==> config.mk <==
export PLATFORM = sky130hd
export DESIGN_NAME = ivector_driver
export DESIGN_NICKNAME = d
export VERILOG_FILES = /design/src/rtl/ivector_drv_pkg.sv /design/src/rtl/ivector_lane_track.sv /design/src/rtl/ivector_driver.sv
export SDC_FILE = /design/constraint.sdc
export NUM_CORES = 2
export LEC_CHECK = 0
export ABC_AREA = 1
export CAP_MARGIN = 20
export CORE_UTILIZATION = 45
export CTS_BUF_LIST = sky130_fd_sc_hd__clkbuf_8
export DETAILED_ROUTE_END_ITERATION = 16
export PLACE_DENSITY = 0.67
export SLEW_MARGIN = 20
export SYNTH_ARGS = -nofsm -noshare
export SYNTH_HDL_FRONTEND = slang
export SYNTH_SLANG_ARGS = --single-unit
==> constraint.sdc <==
create_clock -name CLK -period 3.3 [get_ports CLK]
set_clock_uncertainty 0.15 [all_clocks]
set_input_delay 0.825 -clock CLK [delete_from_list [all_inputs] [get_ports CLK]]
set_output_delay 0.825 -clock CLK [all_outputs]
set_load 0.01 [all_outputs]
==> src/rtl/ivector_drv_pkg.sv <==
// Shared types and payload helpers for the IVector request/indication driver.
package ivector_drv_pkg;

    typedef enum logic [1:0] {IDLE, ISSUE, DRAIN, DONE} state_e;

    typedef enum logic [1:0] {
        ERR_NONE    = 2'd0,
        ERR_DATA    = 2'd1,
        ERR_METH    = 2'd2,
        ERR_TIMEOUT = 2'd3
    } err_e;

    localparam int IV_LANES  = 10;
    localparam int IV_DATA_W = 32;
    localparam int LANE_W    = $clog2(IV_LANES);
    localparam int SEQ_W     = IV_DATA_W - 8;

    function automatic logic [IV_DATA_W-1:0] pack_payload(input logic [7:0] lane,
                                                          input logic [SEQ_W-1:0] seq);
        return {lane, seq};
    endfunction

    function automatic logic [7:0] payload_lane(input logic [IV_DATA_W-1:0] v);
        return v[IV_DATA_W-1 -: 8];
    endfunction

    function automatic logic [SEQ_W-1:0] payload_seq(input logic [IV_DATA_W-1:0] v);
        return v[SEQ_W-1:0];
    endfunction

endpackage

==> src/rtl/ivector_lane_track.sv <==
// Per-lane bookkeeping: credits, requests remaining, and tx/rx sequence numbers.
module ivector_lane_track
    import ivector_drv_pkg::*;
#(
    parameter int LANE_ID = 0,
    parameter int DATA_W  = IV_DATA_W,
    parameter int CREDITS = 2,
    parameter int CNT_W   = 16
) (
    input  logic              clk_i,
    input  logic              rst_i,
    input  logic              load_i,
    input  logic [CNT_W-1:0]  count_i,
    input  logic              issue_fire_i,
    input  logic              heard_fire_i,
    output logic              eligible_o,
    output logic              idle_o,
    output logic              issue_done_o,
    output logic [DATA_W-1:0] tx_payload_o,
    output logic [DATA_W-1:0] exp_payload_o
);

    localparam int LSEQ_W = DATA_W - 8;
    localparam int CR_W   = $clog2(CREDITS + 1);
    localparam logic [CR_W-1:0] CR_FULL  = CR_W'(CREDITS);
    localparam logic [7:0]      LANE_TAG = 8'(LANE_ID);

    logic [CR_W-1:0]   credit_q, credit_d;
    logic [CNT_W-1:0]  remaining_q, remaining_d;
    logic [LSEQ_W-1:0] tx_seq_q, tx_seq_d;
    logic [LSEQ_W-1:0] rx_seq_q, rx_seq_d;

    always_comb begin
        credit_d    = credit_q;
        remaining_d = remaining_q;
        tx_seq_d    = tx_seq_q;
        rx_seq_d    = rx_seq_q;
        if (load_i) begin
            credit_d    = CR_FULL;
            remaining_d = count_i;
            tx_seq_d    = '0;
            rx_seq_d    = '0;
        end else begin
            if (issue_fire_i) begin
                remaining_d = remaining_q - CNT_W'(1);
                tx_seq_d    = tx_seq_q + LSEQ_W'(1);
            end
            if (heard_fire_i) rx_seq_d = rx_seq_q + LSEQ_W'(1);
            // A say and a heard in the same cycle cancel out on the credit count.
            case ({issue_fire_i, heard_fire_i})
                2'b10:   credit_d = credit_q - CR_W'(1);
                2'b01:   credit_d = credit_q + CR_W'(1);
                default: credit_d = credit_q;
            endcase
        end
    end

    always_ff @(posedge clk_i) begin
        if (rst_i) begin
            credit_q    <= CR_FULL;
            remaining_q <= '0;
            tx_seq_q    <= '0;
            rx_seq_q    <= '0;
        end else begin
            credit_q    <= credit_d;
            remaining_q <= remaining_d;
            tx_seq_q    <= tx_seq_d;
            rx_seq_q    <= rx_seq_d;
        end
    end

    assign eligible_o    = (remaining_q != '0) && (credit_q != '0);
    assign idle_o        = (credit_q == CR_FULL);
    assign issue_done_o  = (remaining_q == '0);
    assign tx_payload_o  = {LANE_TAG, tx_seq_q};
    assign exp_payload_o = {LANE_TAG, rx_seq_q};

endmodule

==> src/rtl/ivector_driver.sv <==
// IVector initiator/checker: round-robin say issue under per-lane credits,
// in-order heard checking, drain with timeout, sticky first-error report.
module ivector_driver
    import ivector_drv_pkg::*;
#(
    parameter int LANES   = IV_LANES,
    parameter int DATA_W  = IV_DATA_W,
    parameter int CREDITS = 2,
    parameter int CNT_W   = 16,
    parameter int TIMEOUT = 1024
) (
    input  logic                     CLK,
    input  logic                     RST,
    input  logic                     start,
    input  logic [CNT_W-1:0]         count,
    output logic                     say__ENA,
    output logic [$clog2(LANES)-1:0] say_meth,
    output logic [DATA_W-1:0]        say_v,
    input  logic                     say__RDY,
    input  logic                     heard__ENA,
    input  logic [$clog2(LANES)-1:0] heard_meth,
    input  logic [DATA_W-1:0]        heard_v,
    output logic                     heard__RDY,
    output logic                     busy,
    output logic                     done,
    output logic                     error,
    output logic [7:0]               err_lane,
    output logic [1:0]               err_code,
    output logic [31:0]              issued_total,
    output logic [31:0]              heard_total
);

    localparam int LW    = $clog2(LANES);
    localparam int TMO_W = $clog2(TIMEOUT + 1);

    state_e            state_q, state_d;
    logic [LW-1:0]     ptr_q, ptr_d;
    logic [TMO_W-1:0]  tmo_q, tmo_d;
    logic [31:0]       issued_q, issued_d, heard_q, heard_d;
    logic              error_q, error_d;
    logic [7:0]        err_lane_q, err_lane_d;
    err_e              err_code_q, err_code_d;

    logic [LANES-1:0]  eligible, idle, issue_done, issue_fire, heard_fire;
    logic [DATA_W-1:0] tx_payload  [LANES];
    logic [DATA_W-1:0] exp_payload [LANES];
    logic [DATA_W-1:0] sel_tx, sel_exp;
    logic              sel_elig, sel_full, meth_ok, heard_any, heard_ok;
    logic              bad_meth, data_bad, tmo_hit, load;
    logic [7:0]        tmo_lane;

    for (genvar g = 0; g < LANES; g++) begin : g_lane
        ivector_lane_track #(
            .LANE_ID (g),
            .DATA_W  (DATA_W),
            .CREDITS (CREDITS),
            .CNT_W   (CNT_W)
        ) u_track (
            .clk_i         (CLK),
            .rst_i         (RST),
            .load_i        (load),
            .count_i       (count),
            .issue_fire_i  (issue_fire[g]),
            .heard_fire_i  (heard_fire[g]),
            .eligible_o    (eligible[g]),
            .idle_o        (idle[g]),
            .issue_done_o  (issue_done[g]),
            .tx_payload_o  (tx_payload[g]),
            .exp_payload_o (exp_payload[g])
        );
    end

    // Lane selection for the issue pointer and the incoming heard.
    always_comb begin
        sel_tx     = '0;
        sel_elig   = 1'b0;
        sel_exp    = '0;
        sel_full   = 1'b0;
        issue_fire = '0;
        heard_fire = '0;
        tmo_lane   = '0;
        for (int l = 0; l < LANES; l++) begin
            if (ptr_q == LW'(l)) begin
                sel_tx   = tx_payload[l];
                sel_elig = eligible[l];
            end
            if (heard_meth == LW'(l)) begin
                sel_exp  = exp_payload[l];
                sel_full = idle[l];
            end
            issue_fire[l] = say__ENA && (ptr_q == LW'(l));
            heard_fire[l] = heard_ok && (heard_meth == LW'(l));
        end
        for (int l = LANES - 1; l >= 0; l--) begin
            if (!idle[l]) tmo_lane = 8'(l);
        end
    end

    assign meth_ok   = ({1'b0, heard_meth} < (LW + 1)'(LANES));
    assign heard_any = heard__ENA && heard__RDY;
    assign heard_ok  = heard_any && meth_ok && !sel_full;
    assign bad_meth  = heard_any && !(meth_ok && !sel_full);
    assign data_bad  = heard_ok && (heard_v != sel_exp);
    assign tmo_hit   = (state_q == DRAIN) && !heard_any && !(&idle)
                    && (tmo_q == TMO_W'(TIMEOUT - 1));
    assign load      = start && ((state_q == IDLE) || (state_q == DONE));

    always_ff @(posedge CLK) begin
        if (RST) state_q <= IDLE;
        else     state_q <= state_d;
    end

    always_comb begin
        state_d = state_q;
        case (state_q)
            IDLE, DONE: if (start) state_d = ISSUE;
            ISSUE:      if (&issue_done) state_d = DRAIN;
            DRAIN:      if ((&idle) || tmo_hit) state_d = DONE;
            default:    state_d = IDLE;
        endcase
    end

    always_comb begin
        busy       = (state_q == ISSUE) || (state_q == DRAIN);
        done       = (state_q == DONE);
        heard__RDY = busy;
        say__ENA   = (state_q == ISSUE) && sel_elig && say__RDY;
    end

    always_comb begin
        ptr_d      = ptr_q;
        tmo_d      = tmo_q;
        issued_d   = issued_q;
        heard_d    = heard_q;
        error_d    = error_q;
        err_lane_d = err_lane_q;
        err_code_d = err_code_q;
        if (load) begin
            ptr_d      = '0;
            tmo_d      = '0;
            issued_d   = '0;
            heard_d    = '0;
            error_d    = 1'b0;
            err_lane_d = '0;
            err_code_d = ERR_NONE;
        end else begin
            if (state_q == ISSUE) ptr_d = (ptr_q == LW'(LANES - 1)) ? '0 : ptr_q + LW'(1);
            if (say__ENA)  issued_d = issued_q + 32'd1;
            if (heard_any) heard_d  = heard_q + 32'd1;
            if ((state_q != DRAIN) || heard_any) tmo_d = '0;
            else                                 tmo_d = tmo_q + TMO_W'(1);
            // Only the first error is recorded; later ones are still detected but dropped.
            if (!error_q && (bad_meth || data_bad || tmo_hit)) begin
                error_d = 1'b1;
                if (bad_meth) begin
                    err_lane_d = 8'(heard_meth);
                    err_code_d = ERR_METH;
                end else if (data_bad) begin
                    err_lane_d = 8'(heard_meth);
                    err_code_d = ERR_DATA;
                end else begin
                    err_lane_d = tmo_lane;
                    err_code_d = ERR_TIMEOUT;
                end
            end
        end
    end

    always_ff @(posedge CLK) begin
        if (RST) begin
            ptr_q      <= '0;
            tmo_q      <= '0;
            issued_q   <= '0;
            heard_q    <= '0;
            error_q    <= 1'b0;
            err_lane_q <= '0;
            err_code_q <= ERR_NONE;
        end else begin
            ptr_q      <= ptr_d;
            tmo_q      <= tmo_d;
            issued_q   <= issued_d;
            heard_q    <= heard_d;
            error_q    <= error_d;
            err_lane_q <= err_lane_d;
            err_code_q <= err_code_d;
        end
    end

    assign say_meth     = ptr_q;
    assign say_v        = sel_tx;
    assign error        = error_q;
    assign err_lane     = err_lane_q;
    assign err_code     = err_code_q;
    assign issued_total = issued_q;
    assign heard_total  = heard_q;

endmodule

==> results.md <==
- Worst Setup Start Kind: register
- Mean Syn Cell Area: between 6 and 7 sq um
- Starting DRC count in detailed routing: around 5k
- Tightest Pin Transition: between 800 and 900 ps
- FILL cells: roughly 9.6k
- Largest net degree at the start of global routing: ~130
- Max-slew headroom: between 40% and 50%
- Post-CTS Hold Buffers: 0
- Final Hold Vio Count: 0
- CTS Root Cell: clkbuf_8
- DR vias: a little over 50k
- CTS tree: yes
- Final Cycle Share: 125%
- Hold depth: 1
- CP max FO: 2
- Num CTS Buffers: 140
- Multiplexer share of the synthesized area: 0%
- Synthesis-to-finish area growth: 28.8%
- Initial Utilization: a little under half
- Port buffer count: around 160
- Final Wtd Congestion: around 1.0
- CP bufs+invs: 4
- CP Depth: 15
- Post-Synth XOR/XNOR Area: under 10%
- Die width: 321 um
- Top_reg_cell synth: dfxtp_1
- Cells along the critical path: inv_2 -> ha_4 -> nand2_4 -> nor2_4 -> nand4_1 -> nor3_2 -> nand3_2 -> nor3_2 -> buf_4 -> nor3_2 -> nor3_2 -> nand3b_4 -> nand2_4 -> inv_4 -> buf_6
- Clock Latency Late Sink: approximately 840 ps
- Crit path capture type: output port
- Crit path time final: around 4100 ps
- Top post-synthesis cells by area: dfxtp_1 (33%), nand2_1 (15%), a21oi_1 (7.4%)
- Largest area contributor in the netlist: dfxtp_1
- CP max-delay cell: dfxtp_2
- # IOs: between 150 and 200
- Die height: between 300 and 400 um
- Maxcap violations: 0
- Core box area: roughly 0.10 sq mm
- Reg2Reg Depth: 22
- Remaining routing DRC violations: 0
- Share of cells above drive strength 1: between 15 and 20%
- #FFs+latches synth: ~750
- First-pass GRT wire length: ~250000 um
- Worst path most repeated cell: nor3_2
- Worst IR Drop VDD: between 0.4 and 0.5 mV
- Simple-gate share of the synthesized area: between 30% and 40%
- Tot GR Track Use: 30.9%
- Worst Path Arrival: 3140 ps
- PnR worst setup slack: -815 ps
- HP Class: register to register
- Final WL: around 170000 um
- Core Rows: roughly 120
- Status: finished with violations
- Synth warnings: 0
- Reg clk slew, reported paths: ~60 ps
- Post-synthesis cell area: 0.0459 sq mm
- Die footprint: between 0.1 and 0.15 sq mm
- DRT Pass-1 Iters: 8
- Post-synthesis sequential area ratio: between 30 and 40%
- Htree depth: 4
- Final ANT Viol Nets: 0
- Routed length per instance: around 18 um
- Clock Sink Count: about 750
- Clock Path Buffers: 3
- Largest family of logic cells by synthesized area: simple AND/OR/NAND/NOR gates
- EDFF count, synth: 0
- Vias in the first global route: about 46k
- Final setup vio count: between 200 and 300
- Adder-cell share of the synthesized area: roughly 1.3%
- Post-layout util: between 50% and 60%
- Yosys cell types: 60
- Cells after DPL: 9056
- Hold slack: roughly 300 ps
- PwrDens: approximately 570 mW/mm^2
- Nets: roughly 8.0k
- Cells after Synth: just over 7k
- Synth async-reset ratio: 0%
- Total gr overflow: 0
- CP top delay family: simple AND/OR/NAND/NOR gates
- Worst Path Required: approximately 2300 ps
- Max-slew violation count: 0
- DP HPWL: 123000 um
- CP peak stage delay: 320 ps
- Initial antenna violation count: 3
- Top-area cell type share of the netlist area: about 33%
- Crit Path Class: register to output port
- Final Instance Count excl. Fillers: just over 9k
- RSZ-0062 raised after global routing: yes
- Lkg Pwr: about 22 nW
- Synth Area in Compound Gates: between 10 and 15%
- Failing checks: setup timing
- Number of vias per cell: ~5.5
- Max Fclk: between 200 and 250 MHz
==> cell families after synthesis <==
group | after synthesis
and+or+nand+nor | 3697
AOI/OAI and AO/OA | 1238
buffers and inverters | 1065
DFF | 748
xor gates and xnor gates | 380
adders and majority gates | 47
other | 1
==> registers in the layout (all words and copies together), names as in the netlist <==
register,cells
g_lane.u_track.rx_seq_q,240
g_lane.u_track.tx_seq_q,240
g_lane.u_track.remaining_q,160
heard_total,32
issued_total,32
g_lane.u_track.credit_q,20
tmo_q,11
err_lane,4
say_meth,4
err_code,2
state_q,2
error,1
==> worst reg2reg max path, cell delays in order (launching register included) <==
cell,delay (ps)
dfxtp_2,320
inv_2,70
ha_4,150
nand2_4,60
nor2_4,110
nand4_1,120
nor3_2,240
nand3_2,140
nor3_2,220
buf_4,190
nor3_2,60
nor3_2,240
nand3b_4,130
buf_4,160
buf_12,160
buf_12,140
nand3_4,130
ha_1,270
inv_1,80
nand2_1,50
nor2_1,120
a21oi_1,70
o21ai_0,70
==> layer usage <==
layer / vias up / track usage [%] / part of all wire (%)
li1: 25100 / - / -
met1: 23600 / 42.2 / 44
met2: 2039 / 48.5 / 44
met3: 382 / 4.47 / 7.6
met4: 0 / 12.9 / 4.0
met5: - / 0 / 0
==> power breakdown <==
group,internal (mW),switching [mW],leakage [nW]
combinational,5.78,8.04,14.2
clock,5.14,4.32,1.58
sequential,9.93,0.669,6.06
==> Yosys cell counts, types with 4 or more instances <==
cell type	n
or2_0	6
dfxtp_1	748
xor2_1	279
buf_2	87
o211ai_1	6
nand2_2	7
a221oi_1	19
and3_1	22
nor2_4	9
buf_1	6
clkinv_1	9
or2_1	5
o221ai_1	14
o21bai_1	4
buf_4	16
nor3_2	6
nand2_4	5
buf_6	10
clkbuf_1	141
o21ai_1	16
xnor2_1	101
o21a_1	6
a31oi_1	13
nand4_1	175
o21ai_0	386
o2111ai_1	17
nor2_2	19
inv_1	767
or2_2	7
o22ai_1	23
nand2_1	1831
ha_1	47
nand3_1	312
nand3b_1	10
inv_2	28
nor4_1	125
nor2_1	765
nor3b_1	32
a21oi_1	675
or3_1	4
nor3_1	337
a21boi_0	40
nand3_4	7
nand3_2	4
o31ai_1	9
==> layout by cell type, fill, tap and decap left out, drive strengths merged, types with 3 or more instances in the layout <==
| cell type | n |
|---|---|
| a221oi | 19 |
| nand3 | 323 |
| or2 | 18 |
| xnor2 | 101 |
| buf | 683 |
| or3 | 4 |
| nor2 | 793 |
| xor2 | 279 |
| o2111ai | 17 |
| nand3b | 11 |
| o211ai | 6 |
| nor4 | 126 |
| nand2 | 1845 |
| a211oi | 3 |
| o22ai | 23 |
| a21oi | 675 |
| clkinv | 28 |
| o31ai | 9 |
| nand4 | 176 |
| inv | 829 |
| o21ai | 402 |
| bufinv | 4 |
| clkinvlp | 9 |
| conb | 8 |
| nor3 | 344 |
| a21boi | 40 |
| and3 | 22 |
| clkbuf | 185 |
| o221ai | 14 |
| nor3b | 33 |
| clkdlybuf4s50 | 134 |
| a31oi | 13 |
| o21a | 6 |
| ha | 47 |
| o21bai | 4 |
| dfxtp | 748 |
==> cell type report <==
cell class / count / area [sq um] / area share (%)
Antenna cell: 2 / 5.00 / 0.00847
Clock buffer: 177 / 2440 / 4.12
Sequential cell: 748 / 15000 / 25.4
Inverter: 805 / 3150 / 5.33
Tap cell: 1357 / 1700 / 2.87
Multi-Input combinational cell: 5372 / 28500 / 48.3
Timing Repair Buffer: 829 / 7820 / 13.2
Clock inverter: 65 / 439 / 0.743
==> through the flow <==
step | area, sq um | worst slack (ps) | power, mW | TNS (ps)
after global routing | 59100 | -991 | 35.9 | -90200
after global placement | 53300 | -905 | 22.6 | -234910
after CTS | 57600 | -870 | 32.9 | -46490
after floorplan | 45900 | 48.8 | 18.0 | 0
after detailed placement | 53300 | -984 | 22.8 | -243760
final | 59100 | -815 | 33.9 | -30000
==> path summary, 6_finish.rpt <==
kind	startpoint	end	slack, ps
max reg2reg	g_lane[5].u_track.remaining_q[0]	g_lane[9].u_track.credit_q[1]	-230
min reg2reg	tmo_q[0]	tmo_q[0]	300
min	tmo_q[0]	tmo_q[0]	300
max	g_lane[5].u_track.remaining_q[0]	say__ENA	-810
==> what timing repair did <==
| action | in CTS | in global routing |
|---|---|---|
| hold endpoints to repair | 0 | 0 |
| pin swaps | 57 | 79 |
| setup endpoints to repair | 438 | 569 |
| setup buffers | 36 | 33 |
| gates cloned | 1 | 13 |
| resized for setup | 394 | 303 |
Note: power is estimated with default switching activity, not from simulation.
